--- config.mk ---
export PLATFORM = sky130hd
export DESIGN_NAME = csa_resolve_adder
export DESIGN_NICKNAME = d
export VERILOG_FILES = /design/src/rtl/csa_resolve_adder.sv
export SDC_FILE = /design/constraint.sdc
export NUM_CORES = 1
export LEC_CHECK = 0
export CAP_MARGIN = 40
export CORE_UTILIZATION = 45
export DETAILED_ROUTE_END_ITERATION = 8
export PLACE_DENSITY = 0.75
export SLEW_MARGIN = 20
export SYNTH_ARGS = -nofsm -noshare
export SYNTH_HDL_FRONTEND = slang
export SYNTH_SLANG_ARGS = --single-unit
--- constraint.sdc ---
create_clock -name clk -period 3.3 [get_ports clk]
set_input_delay 0.33 -clock clk [delete_from_list [all_inputs] [get_ports clk]]
set_output_delay 0.33 -clock clk [all_outputs]
set_load 0.1 [all_outputs]
--- src/rtl/csa_resolve_adder.sv ---
// rtl/csa_resolve_adder.sv - multi-cycle chunked carry-propagate resolver for a carry-save (sum, carry) pair; optional ovf via CSA_RESOLVE_OVF_EN
module csa_resolve_adder #(
    parameter int N     = 64,
    parameter int CHUNK = 16
) (
    input  logic         clk,
    input  logic         rst_n,
    input  logic         in_valid,
    output logic         in_ready,
    input  logic [N-1:0] sum_in,
    input  logic [N:0]   carry_in,
    output logic         out_valid,
    input  logic         out_ready,
    output logic [N+1:0] result
`ifdef CSA_RESOLVE_OVF_EN
    ,
    output logic         ovf
`endif
);

    localparam int NCHUNK = N / CHUNK;
    localparam int CW     = (NCHUNK > 1) ? $clog2(NCHUNK) : 1;

    typedef enum logic [1:0] {
        IDLE = 2'd0,
        BUSY = 2'd1,
        DONE = 2'd2
    } state_t;

    state_t         state_q, state_d;
    logic [N-1:0]   sum_q, sum_d;
    logic [N:0]     car_q, car_d;
    logic [CW-1:0]  cnt_q, cnt_d;
    logic           c_q, c_d;
    logic [N+1:0]   result_q, result_d;
`ifdef CSA_RESOLVE_OVF_EN
    logic           ovf_q, ovf_d;
`endif

    logic [CHUNK-1:0] chunk_a;
    logic [CHUNK-1:0] chunk_b;
    logic [CHUNK:0]   chunk_sum;
    logic [1:0]       top_bits;
    logic             last_chunk;

    // Pick the operand slice addressed by the chunk counter and add it with the registered carry.
    always_comb begin
        chunk_a = '0;
        chunk_b = '0;
        for (int i = 0; i < NCHUNK; i++) begin
            if (cnt_q == CW'(i)) begin
                chunk_a = sum_q[i*CHUNK +: CHUNK];
                chunk_b = car_q[i*CHUNK +: CHUNK];
            end
        end
        chunk_sum  = {1'b0, chunk_a} + {1'b0, chunk_b} + {{CHUNK{1'b0}}, c_q};
        // carry_in[N] plus the final chunk's carry-out forms the two extra result bits
        top_bits   = {1'b0, car_q[N]} + {1'b0, chunk_sum[CHUNK]};
        last_chunk = (cnt_q == CW'(NCHUNK - 1));
    end

    // Next-state logic: capture in IDLE, one chunk per cycle in BUSY, hold in DONE until accepted.
    always_comb begin
        state_d  = state_q;
        sum_d    = sum_q;
        car_d    = car_q;
        cnt_d    = cnt_q;
        c_d      = c_q;
        result_d = result_q;
`ifdef CSA_RESOLVE_OVF_EN
        ovf_d    = ovf_q;
`endif
        case (state_q)
            IDLE: begin
                if (in_valid) begin
                    sum_d   = sum_in;
                    car_d   = carry_in;
                    cnt_d   = '0;
                    c_d     = 1'b0;
                    state_d = BUSY;
                end
            end
            BUSY: begin
                // chunks not yet reached keep whatever they held before
                for (int i = 0; i < NCHUNK; i++) begin
                    if (cnt_q == CW'(i)) begin
                        result_d[i*CHUNK +: CHUNK] = chunk_sum[CHUNK-1:0];
                    end
                end
                c_d   = chunk_sum[CHUNK];
                cnt_d = cnt_q + CW'(1);
                if (last_chunk) begin
                    result_d[N+1:N] = top_bits;
`ifdef CSA_RESOLVE_OVF_EN
                    ovf_d           = |top_bits;
`endif
                    state_d         = DONE;
                end
            end
            DONE: begin
                if (out_ready) begin
                    state_d = IDLE;
                end
            end
            default: state_d = IDLE;
        endcase
    end

    // State and datapath registers; reset discards any in-flight pair.
    always_ff @(posedge clk or negedge rst_n) begin
        if (!rst_n) begin
            state_q  <= IDLE;
            sum_q    <= '0;
            car_q    <= '0;
            cnt_q    <= '0;
            c_q      <= 1'b0;
            result_q <= '0;
`ifdef CSA_RESOLVE_OVF_EN
            ovf_q    <= 1'b0;
`endif
        end else begin
            state_q  <= state_d;
            sum_q    <= sum_d;
            car_q    <= car_d;
            cnt_q    <= cnt_d;
            c_q      <= c_d;
            result_q <= result_d;
`ifdef CSA_RESOLVE_OVF_EN
            ovf_q    <= ovf_d;
`endif
        end
    end

    // Handshake outputs depend on state only, so out_ready never reaches in_ready combinationally.
    assign in_ready  = (state_q == IDLE);
    assign out_valid = (state_q == DONE);
    assign result    = result_q;
`ifdef CSA_RESOLVE_OVF_EN
    assign ovf       = ovf_q;
`endif

endmodule
After elaboration in Yosys (flattened, before gate mapping)
Index checks and enable logic that the tools add are counted.
Widths: inputs -> output; s select.
{ "word_totals": {"register_bits": 200, "latch_bits": 0, "ram_bits": 0, "mem_bits_ro": 0, "in_bits": 133, "out_inout_bits": 68, "wordCells": 47, "memories": 0} }
{ "op_classes": {"n_addsub": 4, "n_mul": 0, "div": 0, "order_cmp": 0, "eq_ne": 8, "shift": 0, "mux": 16, "n_bitwise": 0, "reduce_logical": 10} }
{ "ops": {"columns": ["op", "count"], "rows": [
  ["$mux 16", 8],
  ["$add 16x16->17", 1],
  ["$add 17x1->17", 1],
  ["$reduce_and 2->1", 6],
  ["$mux 2", 4],
  ["$eq 2x2->1 const B", 3],
  ["$pmux 2 s3", 1],
  ["$eq 2x1->1 const B", 2],
  ["$logic_not 2->1", 2],
  ["$ne 2x2->1 const B", 2],
  ["$pmux 2 s2", 1],
  ["$reduce_and 3->1", 1],
  ["$add 1x1->2", 1],
  ["$add 2x1->2 const B", 1],
  ["$ne 2x1->1 const B", 1],
  ["$pmux 1 s2", 1],
  ["$reduce_bool 2->1", 1],
  ["$mux 1", 1]
]} }

Longest topological paths before layout
{ "logic_depth": {"depth_word": 8, "ltp_mapped": 19} }

Worst setup path after synthesis
Ideal clock, no wire load.
{ "synth_path": {"kind": "register to register", "start": "register cnt_q[0]", "end": "register result_q[64], in the netlist result[64]", "setup_ps": 120, "t_arrival_ps": 3317, "setup_slack_ps": -136, "stages_incl_launch_ff": 19, "path_buffers": 2, "path_cell_list": "dfrtp_1 -> inv_1 -> ha_1 -> clkbuf_1 -> clkbuf_1 -> a21oi_1 -> nor2_1 -> a21oi_1 -> fa_1 -> inv_1 -> fa_1 -> a21o_1 -> a221oi_2 -> a21bo_1 -> a21oi_1 -> nand2b_1 -> ha_1 -> nand2_1 -> nand2_1"} }
{ "synth_via": {"elab_chain_len": 8, "word_cells_on_any_way": 16, "classes_between": "add/sub: 3; eq/ne: 3; mux: 8; reduce/logical: 2"} }
{ "synth_rtl": {"columns": ["item", "line_no", "text"], "rows": [
  ["from (decl)", "33", "logic [CW-1:0] cnt_q, cnt_d;"],
  ["from (signal assigned)", "125", "cnt_q <= cnt_d;"],
  ["$logic_not 2->1", "51", "if (cnt_q == CW'(i)) begin"],
  ["$mux 16 (4 in a row)", "51", null],
  ["$add 16x16->17 (*)", "56", "chunk_sum = {1'b0, chunk_a} + {1'b0, chunk_b} + {{CHUNK{1'b0}}, c_q};"],
  ["$add 17x1->17 (*)", "56", null],
  ["$add 1x1->2 (*)", "58", "top_bits = {1'b0, car_q[N]} + {1'b0, chunk_sum[CHUNK]};"],
  ["via top_bits[0]", "43", "logic [1:0] top_bits;"],
  ["to (signal assigned)", "127", "result_q <= result_d;"],
  ["to (decl)", "35", "logic [N+1:0] result_q, result_d;"]
]} }
The timed path passes the listed nets; every way through them passes the cells marked *.
A chain may end at the register's enable or synchronous reset.

Worst setup path after layout
{ "layout_path": {"start": "register cnt_q[0]", "end": "register result_q[15], in the netlist result[15]"} }
{ "layout_via": {"elab_chain_len": 7, "word_cells_on_any_way": 15, "classes_between": "add/sub: 2; eq/ne: 3; mux: 8; reduce/logical: 2"} }
{ "layout_rtl": {"columns": ["item", "line_no"], "rows": [
  ["$logic_not 2->1", "51, 86"],
  ["$mux 16 (4 in a row)", "51"],
  ["$add 16x16->17", "56"],
  ["$add 17x1->17", "56"]
]} }
Several ways; a longest one is shown, not always the timed one.

==> out/results.txt <==
The number of distinct library cell variants in the gate-level netlist after synthesis is 55. The fraction of layout instances using a drive strength above 1 was 27.7%. The tools report the startpoint kind of the worst setup timing path as a register. The total overflow left after global routing is 0. The CTS root buffer is clkbuf_16. The predominant post-synthesis flop cell is dfrtp_1. The run gives 2 as the number of buffers on the longest clock path. Traced cell by cell, the critical path runs through inv_2, ha_4, buf_8, buf_12, nand3b_1, a21oi_1, a21oi_1, o21ai_1, ha_2, o21ai_0, a211oi_2, a221oi_2, buf_4, a222oi_1, o311ai_1. The longest individual stage delay on the worst path was 440 ps; the full die area was 21800 µm². Sorting the synthesized cells by how often they occur yields dfrtp_1 (200), nand2_1 (145), mux2_2 (129), a21oi_1 (85), o21ai_0 (66). The worst-path maximum fanout is 12, and the worst endpoint required time is 3580 ps. The worst path needs 3170 ps of the cycle, external delays included. In this run the standard cell core region covers 20600 µm². The critical path contains buffers and inverters numbering 4 combined. The number of nets in the layout was 1321; the total count of max-transition violations in the final report was 0.

The logs give 0 for the antenna diode count and 24.8% for the total global routing track utilization. Width of the die: 148 µm. In this run the mean area of a mapped cell was 10.8 µm². The height of the die is 148 µm, and the final weighted congestion of routability-driven global placement is 0.909.

After detailed routing, the average wire length per cell comes to 18.3 µm. The cell repeated most along the worst path is a21oi_1. The wire-length estimate of the detail-placed layout is 20100 µm. Max-cap violations in this run came to 0. Row generation in the floorplan step produced 52 rows.

The flow ran to the end, and the final reports show no timing, DRC or antenna violations. Clock skew on the completed layout was measured at 13.3 ps. For the remaining number of nets flagged by the antenna check after routing, the log shows 0. The worst-case headroom to the max-slew limit is 50.8%. Broken down by cell family, the worst path's largest delay share belongs to compound AO/OA/AOI/OAI gates.

The initial utilization of the core area, before any placement, comes to 46.5%. The count of pins on the block boundary was 201. After synthesis the netlist holds a flip-flop and latch count of 200. The cell area after technology mapping was 9570 µm²; the minimum setup slack after placement was -63.6 ps.

The first detailed-routing pass ran for 7 iterations. The share of synthesized registers carrying an async set or reset was 100%; the setup slack after layout was 128 ps. Clock tree synthesis inserted a total of 17 buffers. The tools report the number of failing hold endpoints at the final stage as 0. The arrival time at the worst endpoint was 3450 ps. Summed over all instances, the cell type with the most area after synthesis is dfrtp_1. For the worst-skew pair, the clock arrives at the later sink with an insertion delay of 430 ps. Number of sinks on the clock net: 200. Ranked by total cell area, the synthesized netlist is headed by dfrtp_1 (52%), mux2_2 (15%), nand2_1 (5.7%). Clock-pin slew was measured on the worst setup and hold paths at 70 ps. Entering global routing, the biggest net connects 130 pins.

The final route contains 7903 vias. In this run the worst hold path is classified as input pin to async pin. Among all stages on the critical path, the largest delay is contributed by dfrtp_2.

TritonCTS built the clock tree. The tools report the number of antenna violations at the first check in global routing as 1. Period utilization: 96.1%. The logs give 0 for the number of synthesis warnings and 0.315 GHz for the upper clock frequency limit.

The critical path is of the register to register type. Synthesis handed over a netlist of 883 instances. The top cell type by area accounts for 52.3% of the synthesized area.

For the CTS H-tree depth, the log shows 4. Summed over all layers, the routed wires come to 26500 µm. For the number of global-route vias before repair, the log shows 7901.

Buffers placed on the I/O ports in this run total 200. The area added between synthesis and finish is 46.7%. In the routed design, unresolved DRC markers number 0. Yosys mapped a number of flops with a built-in enable equal to 0.

The first global-routing pass estimated 41600 µm of wire. Setup repair after global routing could not meet its margin everywhere. The most repeated cell in the gate-level netlist after synthesis is dfrtp_1. The first routing iteration left 464 violations. Setup violations remaining at the end of the flow were counted as 0. The net count of the mapped netlist came out at 1038. Sequential area share after synthesis: 52.3%. The nature of the critical path endpoint is a register.

At the pin with the least slew margin, the transition time is 738 ps. Using the TritonRoute via totals, the vias-per-cell ratio works out to 5.46.
[worst reg2reg max path, delay by kind of cell (launching register included)]
| kind | cells | cell delay [ps] |
|---|---|---|
| flip-flops | 1 | 440 |
| AO/OA/AOI/OAI | 8 | 1460 |
| buffers and inverters | 4 | 560 |
| adder cells (fa/ha/maj) | 2 | 490 |
| AND/OR/NAND/NOR | 1 | 80 |
[area by class of cell]
| cell class | count | area [µm²] |
|---|---|---|
| clock buffer | 23 | 478 |
| clock inverter | 8 | 111 |
| fill | 1529 | 6520 |
| inverter | 12 | 45.0 |
| multi-input combinational | 614 | 4430 |
| sequential | 200 | 5010 |
| tap | 270 | 338 |
| timing repair buffer | 321 | 3630 |
[cell families after synthesis]
kind of cell	Yosys count	synth area share (%)
buf+inv	69	3.11
fa+ha+maj	22	3.03
mux	130	15.3
compound gates	219	13.8
xor+xnor	8	0.733
simple gates	235	11.7
flops	200	52.3
[flip-flops by register name, summed over array words and instances (netlist names)]
register  count
result       66
state_q       2
c_q           1
cnt_q         2
sum_q        64
car_q        65
[worst paths after layout]
check	startpoint	end	slack (ps)	cells past startpoint
min	rst_n	result[33]$_DFFE_PN0P_	420	2
max	cnt_q[0]$_DFFE_PN0P_	result[15]$_DFFE_PN0P_	130	15
max in group asynchronous	rst_n	sum_q[52]$_DFFE_PN0P_	1860	4
min reg2reg	result[52]$_DFFE_PN0P_	result[52]$_DFFE_PN0P_	480	2
max reg2reg	cnt_q[0]$_DFFE_PN0P_	result[15]$_DFFE_PN0P_	130	15
min in group clk	out_ready	state_q[1]$_DFFE_PN0P_	470	2
[layer usage]
layer	wire (µm)	share of wire (%)	global-route usage [%]	vias to the layer above
met4	318	1.2	6.39	0
met5	0	0	0	-
met3	1590	6.0	4.35	30
li1	-	-	-	3722
met2	13000	49	41.4	308
met1	11600	44	33.5	3843
[repair_timing]
item	CTS	global route
pin swaps	2	8
gates resized for setup	5	47
hold buffers	1	0
endpoints found under the hold margin	45	0
setup buffers	0	1
setup endpoints to repair	12	50
cloned	0	1
[per-stage QoR]
step	TNS (ps)	std cells	hold WS, ps	instance area (µm²)	util [%]
global route	-320	1448	464	14000	68.3
detailed placement	-123	1414	305	13200	64.4
finish	0	1448	422	14000	68.3
floorplan	0	883	34.4	9600	-
global placement	0	1347	462	12100	59.0
CTS	-9.68	1446	425	13900	67.4
[cell usage in the layout, fill, tap and decap left out, types with 3 or more instances in the layout]
| cell | n |
|---|---|
| a21o_1 | 6 |
| a21oi_1 | 77 |
| a21oi_2 | 9 |
| a222oi_1 | 4 |
| a41oi_1 | 3 |
| and3_1 | 3 |
| and3b_1 | 6 |
| buf_12 | 5 |
| buf_16 | 9 |
| buf_4 | 46 |
| buf_8 | 60 |
| clkbuf_1 | 3 |
| clkbuf_16 | 18 |
| clkbuf_8 | 4 |
| clkdlybuf4s50_1 | 197 |
| dfrtp_1 | 199 |
| ha_1 | 9 |
| ha_2 | 7 |
| ha_4 | 4 |
| inv_1 | 7 |
| inv_2 | 4 |
| inv_6 | 3 |
| mux2_2 | 129 |
| nand2_1 | 145 |
| nand3_1 | 4 |
| nand3b_1 | 33 |
| nand4_1 | 9 |
| nor2_1 | 16 |
| nor4_1 | 7 |
| o211ai_1 | 7 |
| o21ai_0 | 53 |
| o21ai_1 | 19 |
| o311ai_1 | 4 |
| o31ai_1 | 16 |
| xnor2_1 | 4 |
| xor2_1 | 3 |
Power is left out: the tool's default activity adds up to more than one toggle a clock period on the data nets, which glitch-free logic cannot reach.
